**src/rtl/matmul_operand_feeder.sv**
```systemverilog
`default_nettype none
// ============================================================================
// Module   : matmul_operand_feeder
// Purpose  : Transmit side of the Matrix_Multiplier operand interface. A host
//            preloads a beat buffer (data word + weight byte per beat) while
//            idle; start_i replays the whole buffer as one beat stream, flags
//            the final beat on valid_o, then waits for the multiplier's done
//            (or gives up after TIMEOUT cycles).
// Ports    : clk_i, rst_i (async, active-high)
//            wr_en_i/wr_addr_i/wr_din_i/wr_win_i : buffer write port (IDLE only)
//            start_i, pause_i, mm_done_i         : control / handshake inputs
//            en_o, valid_o, din_o, win_o         : registered multiplier drive
//            busy_o, done_o, timeout_o           : status
// Revision : 1.0 - initial release
// ============================================================================
module matmul_operand_feeder #(
    parameter int DATA_WIDTH   = 8,
    parameter int WEIGHT_WIDTH = 8,
    parameter int MAC_NUM      = 8,
    parameter int K_DEPTH      = 4,
    parameter int N_COLS       = 8,
    parameter int TIMEOUT      = 255,
    localparam int NBEATS      = K_DEPTH * N_COLS,
    localparam int ADDR_W      = (NBEATS > 1) ? $clog2(NBEATS) : 1,
    localparam int WORD_W      = MAC_NUM * DATA_WIDTH
) (
    input  logic                    clk_i,
    input  logic                    rst_i,
    input  logic                    wr_en_i,
    input  logic [ADDR_W-1:0]       wr_addr_i,
    input  logic [WORD_W-1:0]       wr_din_i,
    input  logic [WEIGHT_WIDTH-1:0] wr_win_i,
    input  logic                    start_i,
    input  logic                    pause_i,
    input  logic                    mm_done_i,
    output logic                    en_o,
    output logic                    valid_o,
    output logic [WORD_W-1:0]       din_o,
    output logic [WEIGHT_WIDTH-1:0] win_o,
    output logic                    busy_o,
    output logic                    done_o,
    output logic                    timeout_o
);

    localparam int                TIMER_W = $clog2(TIMEOUT + 1);
    localparam logic [ADDR_W-1:0] c_last_idx = ADDR_W'(NBEATS - 1);
    // Timer expires on the edge at which it would reach TIMEOUT.
    localparam logic [TIMER_W-1:0] c_timer_last = TIMER_W'(TIMEOUT - 1);

    typedef enum logic [1:0] {
        S_IDLE      = 2'd0,
        S_STREAM    = 2'd1,
        S_WAIT_DONE = 2'd2
    } state_t;

    state_t                  r_state, w_state_nxt;
    logic [ADDR_W-1:0]       r_idx, w_idx_nxt;
    logic [TIMER_W-1:0]      r_timer, w_timer_nxt;
    logic                    r_en, w_en_nxt;
    logic                    r_valid, w_valid_nxt;
    logic [WORD_W-1:0]       r_din, w_din_nxt;
    logic [WEIGHT_WIDTH-1:0] r_win, w_win_nxt;
    logic                    r_done, w_done_nxt;
    logic                    r_timeout, w_timeout_nxt;

    // Beat buffer: deliberately not reset so contents survive a mid-stream reset.
    logic [WORD_W-1:0]       r_data_mem   [NBEATS];
    logic [WEIGHT_WIDTH-1:0] r_weight_mem [NBEATS];
    logic                    w_addr_ok;

    assign w_addr_ok = ({1'b0, wr_addr_i} < (ADDR_W + 1)'(NBEATS));

    always_ff @(posedge clk_i) begin
        if (wr_en_i && (r_state == S_IDLE) && w_addr_ok) begin
            r_data_mem[wr_addr_i]   <= wr_din_i;
            r_weight_mem[wr_addr_i] <= wr_win_i;
        end
    end

    always_ff @(posedge clk_i or posedge rst_i) begin
        if (rst_i) begin
            r_state   <= S_IDLE;
            r_idx     <= '0;
            r_timer   <= '0;
            r_en      <= 1'b0;
            r_valid   <= 1'b0;
            r_din     <= '0;
            r_win     <= '0;
            r_done    <= 1'b0;
            r_timeout <= 1'b0;
        end else begin
            r_state   <= w_state_nxt;
            r_idx     <= w_idx_nxt;
            r_timer   <= w_timer_nxt;
            r_en      <= w_en_nxt;
            r_valid   <= w_valid_nxt;
            r_din     <= w_din_nxt;
            r_win     <= w_win_nxt;
            r_done    <= w_done_nxt;
            r_timeout <= w_timeout_nxt;
        end
    end

    // Stream outputs default to zero every cycle, so din/win are only non-zero
    // in cycles where a beat is actually launched.
    always_comb begin
        w_state_nxt   = r_state;
        w_idx_nxt     = r_idx;
        w_timer_nxt   = r_timer;
        w_en_nxt      = 1'b0;
        w_valid_nxt   = 1'b0;
        w_din_nxt     = '0;
        w_win_nxt     = '0;
        w_done_nxt    = 1'b0;
        w_timeout_nxt = r_timeout;

        case (r_state)
            S_IDLE: begin
                if (start_i) begin
                    w_state_nxt   = S_STREAM;
                    w_idx_nxt     = '0;
                    w_timeout_nxt = 1'b0;
                end
            end
            S_STREAM: begin
                if (!pause_i) begin
                    w_en_nxt    = 1'b1;
                    w_din_nxt   = r_data_mem[r_idx];
                    w_win_nxt   = r_weight_mem[r_idx];
                    w_valid_nxt = (r_idx == c_last_idx);
                    w_idx_nxt   = r_idx + 1'b1;
                    if (r_idx == c_last_idx) begin
                        w_state_nxt = S_WAIT_DONE;
                        w_timer_nxt = '0;
                    end
                end
            end
            S_WAIT_DONE: begin
                // done takes priority over a coincident timer expiry
                if (mm_done_i) begin
                    w_state_nxt = S_IDLE;
                    w_done_nxt  = 1'b1;
                end else begin
                    w_timer_nxt = r_timer + 1'b1;
                    if (r_timer == c_timer_last) begin
                        w_state_nxt   = S_IDLE;
                        w_timeout_nxt = 1'b1;
                    end
                end
            end
            default: begin
                w_state_nxt = S_IDLE;
            end
        endcase
    end

    assign en_o      = r_en;
    assign valid_o   = r_valid;
    assign din_o     = r_din;
    assign win_o     = r_win;
    assign busy_o    = (r_state != S_IDLE);
    assign done_o    = r_done;
    assign timeout_o = r_timeout;

endmodule
`default_nettype wire
```
**config.mk**
```make
export PLATFORM = sky130hd
export DESIGN_NAME = matmul_operand_feeder
export DESIGN_NICKNAME = d
export VERILOG_FILES = /design/src/rtl/matmul_operand_feeder.sv
export SDC_FILE = /design/constraint.sdc
export NUM_CORES = 2
export LEC_CHECK = 0
export BUFFER_PORTS_ARGS = -buffer_cell sky130_fd_sc_hd__buf_4
export CAP_MARGIN = 40
export CORE_ASPECT_RATIO = 1.2
export CORE_MARGIN = 8
export CORE_UTILIZATION = 29
export CTS_CLUSTER_DIAMETER = 40
export DETAILED_ROUTE_END_ITERATION = 16
export GPL_ROUTABILITY_DRIVEN = 0
export GPL_TIMING_DRIVEN = 0
export PLACE_DENSITY_LB_ADDON = 0.2
export SLEW_MARGIN = 10
export SYNTH_ARGS = -nofsm -noshare
export SYNTH_HDL_FRONTEND = slang
export SYNTH_SLANG_ARGS = --single-unit
```
**constraint.sdc**
```tcl
create_clock -name clk_i -period 6.7 [get_ports clk_i]
set_clock_uncertainty 0.05 [all_clocks]
set_input_delay 1.34 -clock clk_i [delete_from_list [all_inputs] [get_ports clk_i]]
set_output_delay 1.34 -clock clk_i [all_outputs]
set_load 0.005 [all_outputs]
```
==> summary.txt <==
Critical path type: in -> reg
Outcome: completed
CP startpoint kind: input port
Post-Syn Instances: 3985
CP Max Fanout: 11
Synth Warn #: 0
# H-tree levels: 5
Port Buffers: 159
CTS clk-pin slew, worst paths: 0.06 ns
Worst Setup End Kind: flip-flop
DRT Wirelength: 269.7 mm
Worst-Margin Slew: 1.004 ns
Comb pwr share: 0.231
Hpwl dp: 182.9 mm
Count leader, synth: edfxtp_1
Minimum clock period: 4.138 ns
Core ar.: 0.3131 sq mm
Post-Place Cells: 8526
Cell Pwr Density: 400.1 mW/mm^2
CP Cell Sequence: buf_4, or3b_1, buf_2, clkinv_1, nand3_1, buf_2, o22a_1, o221ai_1
Worst skew pair latency: 0.85 ns
Layout Cells excl Fill: 9159
Internal Power: 32.21 mW
Psw: 13.05 mW
Required @ worst endpoint: 7.29 ns
Post-CTS Setup Inserts: 0
Reg-to-reg startpoint: r_state[1]
DRC viols: 0
Synth unique cells: 57
Clock Tree Buf Depth: 4
Delay-heaviest family, CP: buffers and inverters
Worst ir drop on vdd: 0.2148 mV
Number of global-route vias before repair: 47600
CP Launch Point: pause_i
Mapped cell area: 0.09125 sq mm
Synth area leader: edfxtp_1
Top cell type's share of synthesized area: 0.7582
Hold WC Path Type: in -> async
Max-cap viol count: 0
DRT Pass-1 Iters: 5
Slowest stage delay, CP: 0.66 ns
EDFF count, synth: 2304
F_max: 241.7 MHz
Total gr overflow: 0
Post-route antenna net violation count: 0
Via/cell ratio: 4.822
Final Max Slew Viols: 0
Arrival time at the worst endpoint: 4.73 ns
Total power: 45.26 mW
Die H: 630.5 um
Share of power burned in the clock network: 0.400
Layout cells sized above 1: 0.3455
Max stage delay cell, worst path: nand3_1
Sequential share of the synthesized area: 0.7831
Initial antenna violation count: 20
Unrepaired setup endpoints after global routing: false
Area growth syn-to-layout: 23.96%
Buf/Inv on CP: 4
Clk sink count: 2395
Relative slew slack: 0.3293
Fraction of registers with async set/reset: 0.03800
Global-route wire length before repair: 376.3 mm
Final-report hold violation count: 0
Cts hold-fix bufs: 0
Die ar.: 0.3329 sq mm
Crit path top cell by count: buf_2
CTS Buf Count: 341
Die W: 528.1 um
Syn nets: 4072
Total number of vias: 44170
Mean Syn Cell Area: 22.90 sq um
Clock Root Buffer: clkbuf_16
Sequential power share: 0.370
Routed wire per std cell: 29.44 um
Global Route Usage Sum: 0.1579
Site row count: 225
Synthesis-stage register bit count: 2395
Ys flop type: edfxtp_1
Post-synth top cells: edfxtp_1, mux4_2, mux2i_1, mux2_2, dfrtp_1
Final #Nets: 4757
CTS tree: built
Largest net degree at the start of global routing: 51
Post_cts resized: 0
# IOs: 160
Switching Share: 0.2883
Final setup vio count: 0
Leak Pwr: 36.41 nW
Starting Density: 0.2915
DR iter-0 viols: 3390
Synth area leaders: edfxtp_1, mux4_2, mux2i_1, dfrtp_1, mux2_2
Final period utilization: 0.6176
-- routing by layer --
metal	vias to the layer above	wire, um	global-route usage
met5	-	50	0
met4	8	6526	0.04067
met3	385	14210	0.02711
met2	1270	139700	0.2810
met1	24060	109200	0.1992
li1	18440	-	-
-- metrics by stage --
step / hold WS [ns] / worst slack (ns) / area, sq um / utilization / setup TNS [ns]
after floorplan: 0.4370 / 1.237 / 91250 / - / 0
after global placement: 0.4868 / -4.696 / 97700 / 0.3121 / -8810.42
after detailed placement: 0.4649 / 1.754 / 101600 / 0.3245 / 0
after CTS: 0.4160 / 2.667 / 113100 / 0.3613 / 0
after global routing: 0.4598 / 2.471 / 113100 / 0.3613 / 0
final: 0.4397 / 2.562 / 113100 / 0.3614 / 0
-- cells in the final DEF, fill, tap and decap left out, types with 24 or more instances in the layout --
master and count:
a2111oi_1 24, a21oi_1 39, a22oi_1 71, buf_12 113, buf_16 40, buf_2 67, buf_4 215, buf_6 53
bufinv_16 37, clkbuf_1 76, clkbuf_16 351, clkinv_1 26, clkinv_2 43, clkinv_4 30, clkinvlp_4 46, dfrtp_1 91
edfxtp_1 2304, inv_6 44, mux2_2 106, mux2i_1 322, mux4_2 474, nor2_4 32, o22ai_1 75
-- state kept, by name, summed over array words and instances (netlist names) --
signal and flops:
en_o 1, timeout_o 1, din_o 64, r_data_mem 2048, r_weight_mem 256, r_state 2
win_o 8, done_o 1, r_timer 8, r_idx 5, valid_o 1
-- layout make-up --
class | count | area, sq um
multi-input cells | 1365 | 18490
repair buffers | 342 | 4808
plain buffers | 217 | 1541
clock buffers | 381 | 8906
flip-flops and latches | 2395 | 71460
diodes | 13 | 32.53
clock inverters | 239 | 2592
inverters | 8 | 35.03
well taps | 4199 | 5254
fillers | 28860 | 199900
-- power groups by stage --
stage	Clock (mW)	Sequential, mW	Combinational, mW
5_1_grt	19.1	16.7	11.1
2_1_floorplan	0	17.0	6.32
6_report	18.1	16.7	10.4
4_1_cts	18.5	16.7	10.8
3_5_place_dp	0	17.0	10.7
3_3_place_gp	0	17.0	10.5
-- logic make-up after synthesis --
| kind of cell | count (synthesis) | synth area share |
|---|---|---|
| AND/OR/NAND/NOR | 134 | 0.007253 |
| adder cells (fa/ha/maj) | 4 | 0.0005485 |
| AO/OA/AOI/OAI | 318 | 0.02586 |
| multiplexers | 902 | 0.1654 |
| XOR/XNOR | 7 | 0.0006719 |
| flip-flops | 2395 | 0.7831 |
| buffers and inverters | 225 | 0.01715 |
-- path summary, 6_finish.rpt --
| check | to | slack (ns) | depth (start not counted) |
|---|---|---|---|
| worst max-delay path | din_o[24] | 2.56 | 8 |
| worst min-delay path | din_o[61] | 0.44 | 2 |
| worst max register to register | din_o[24] | 2.66 | 7 |
| min in group clk_i | r_timer[0] | 0.48 | 2 |
| worst min register to register | r_timer[0] | 0.48 | 2 |
| max in group asynchronous | din_o[30] | 5.29 | 3 |
Power figures use the tool's default switching activity.
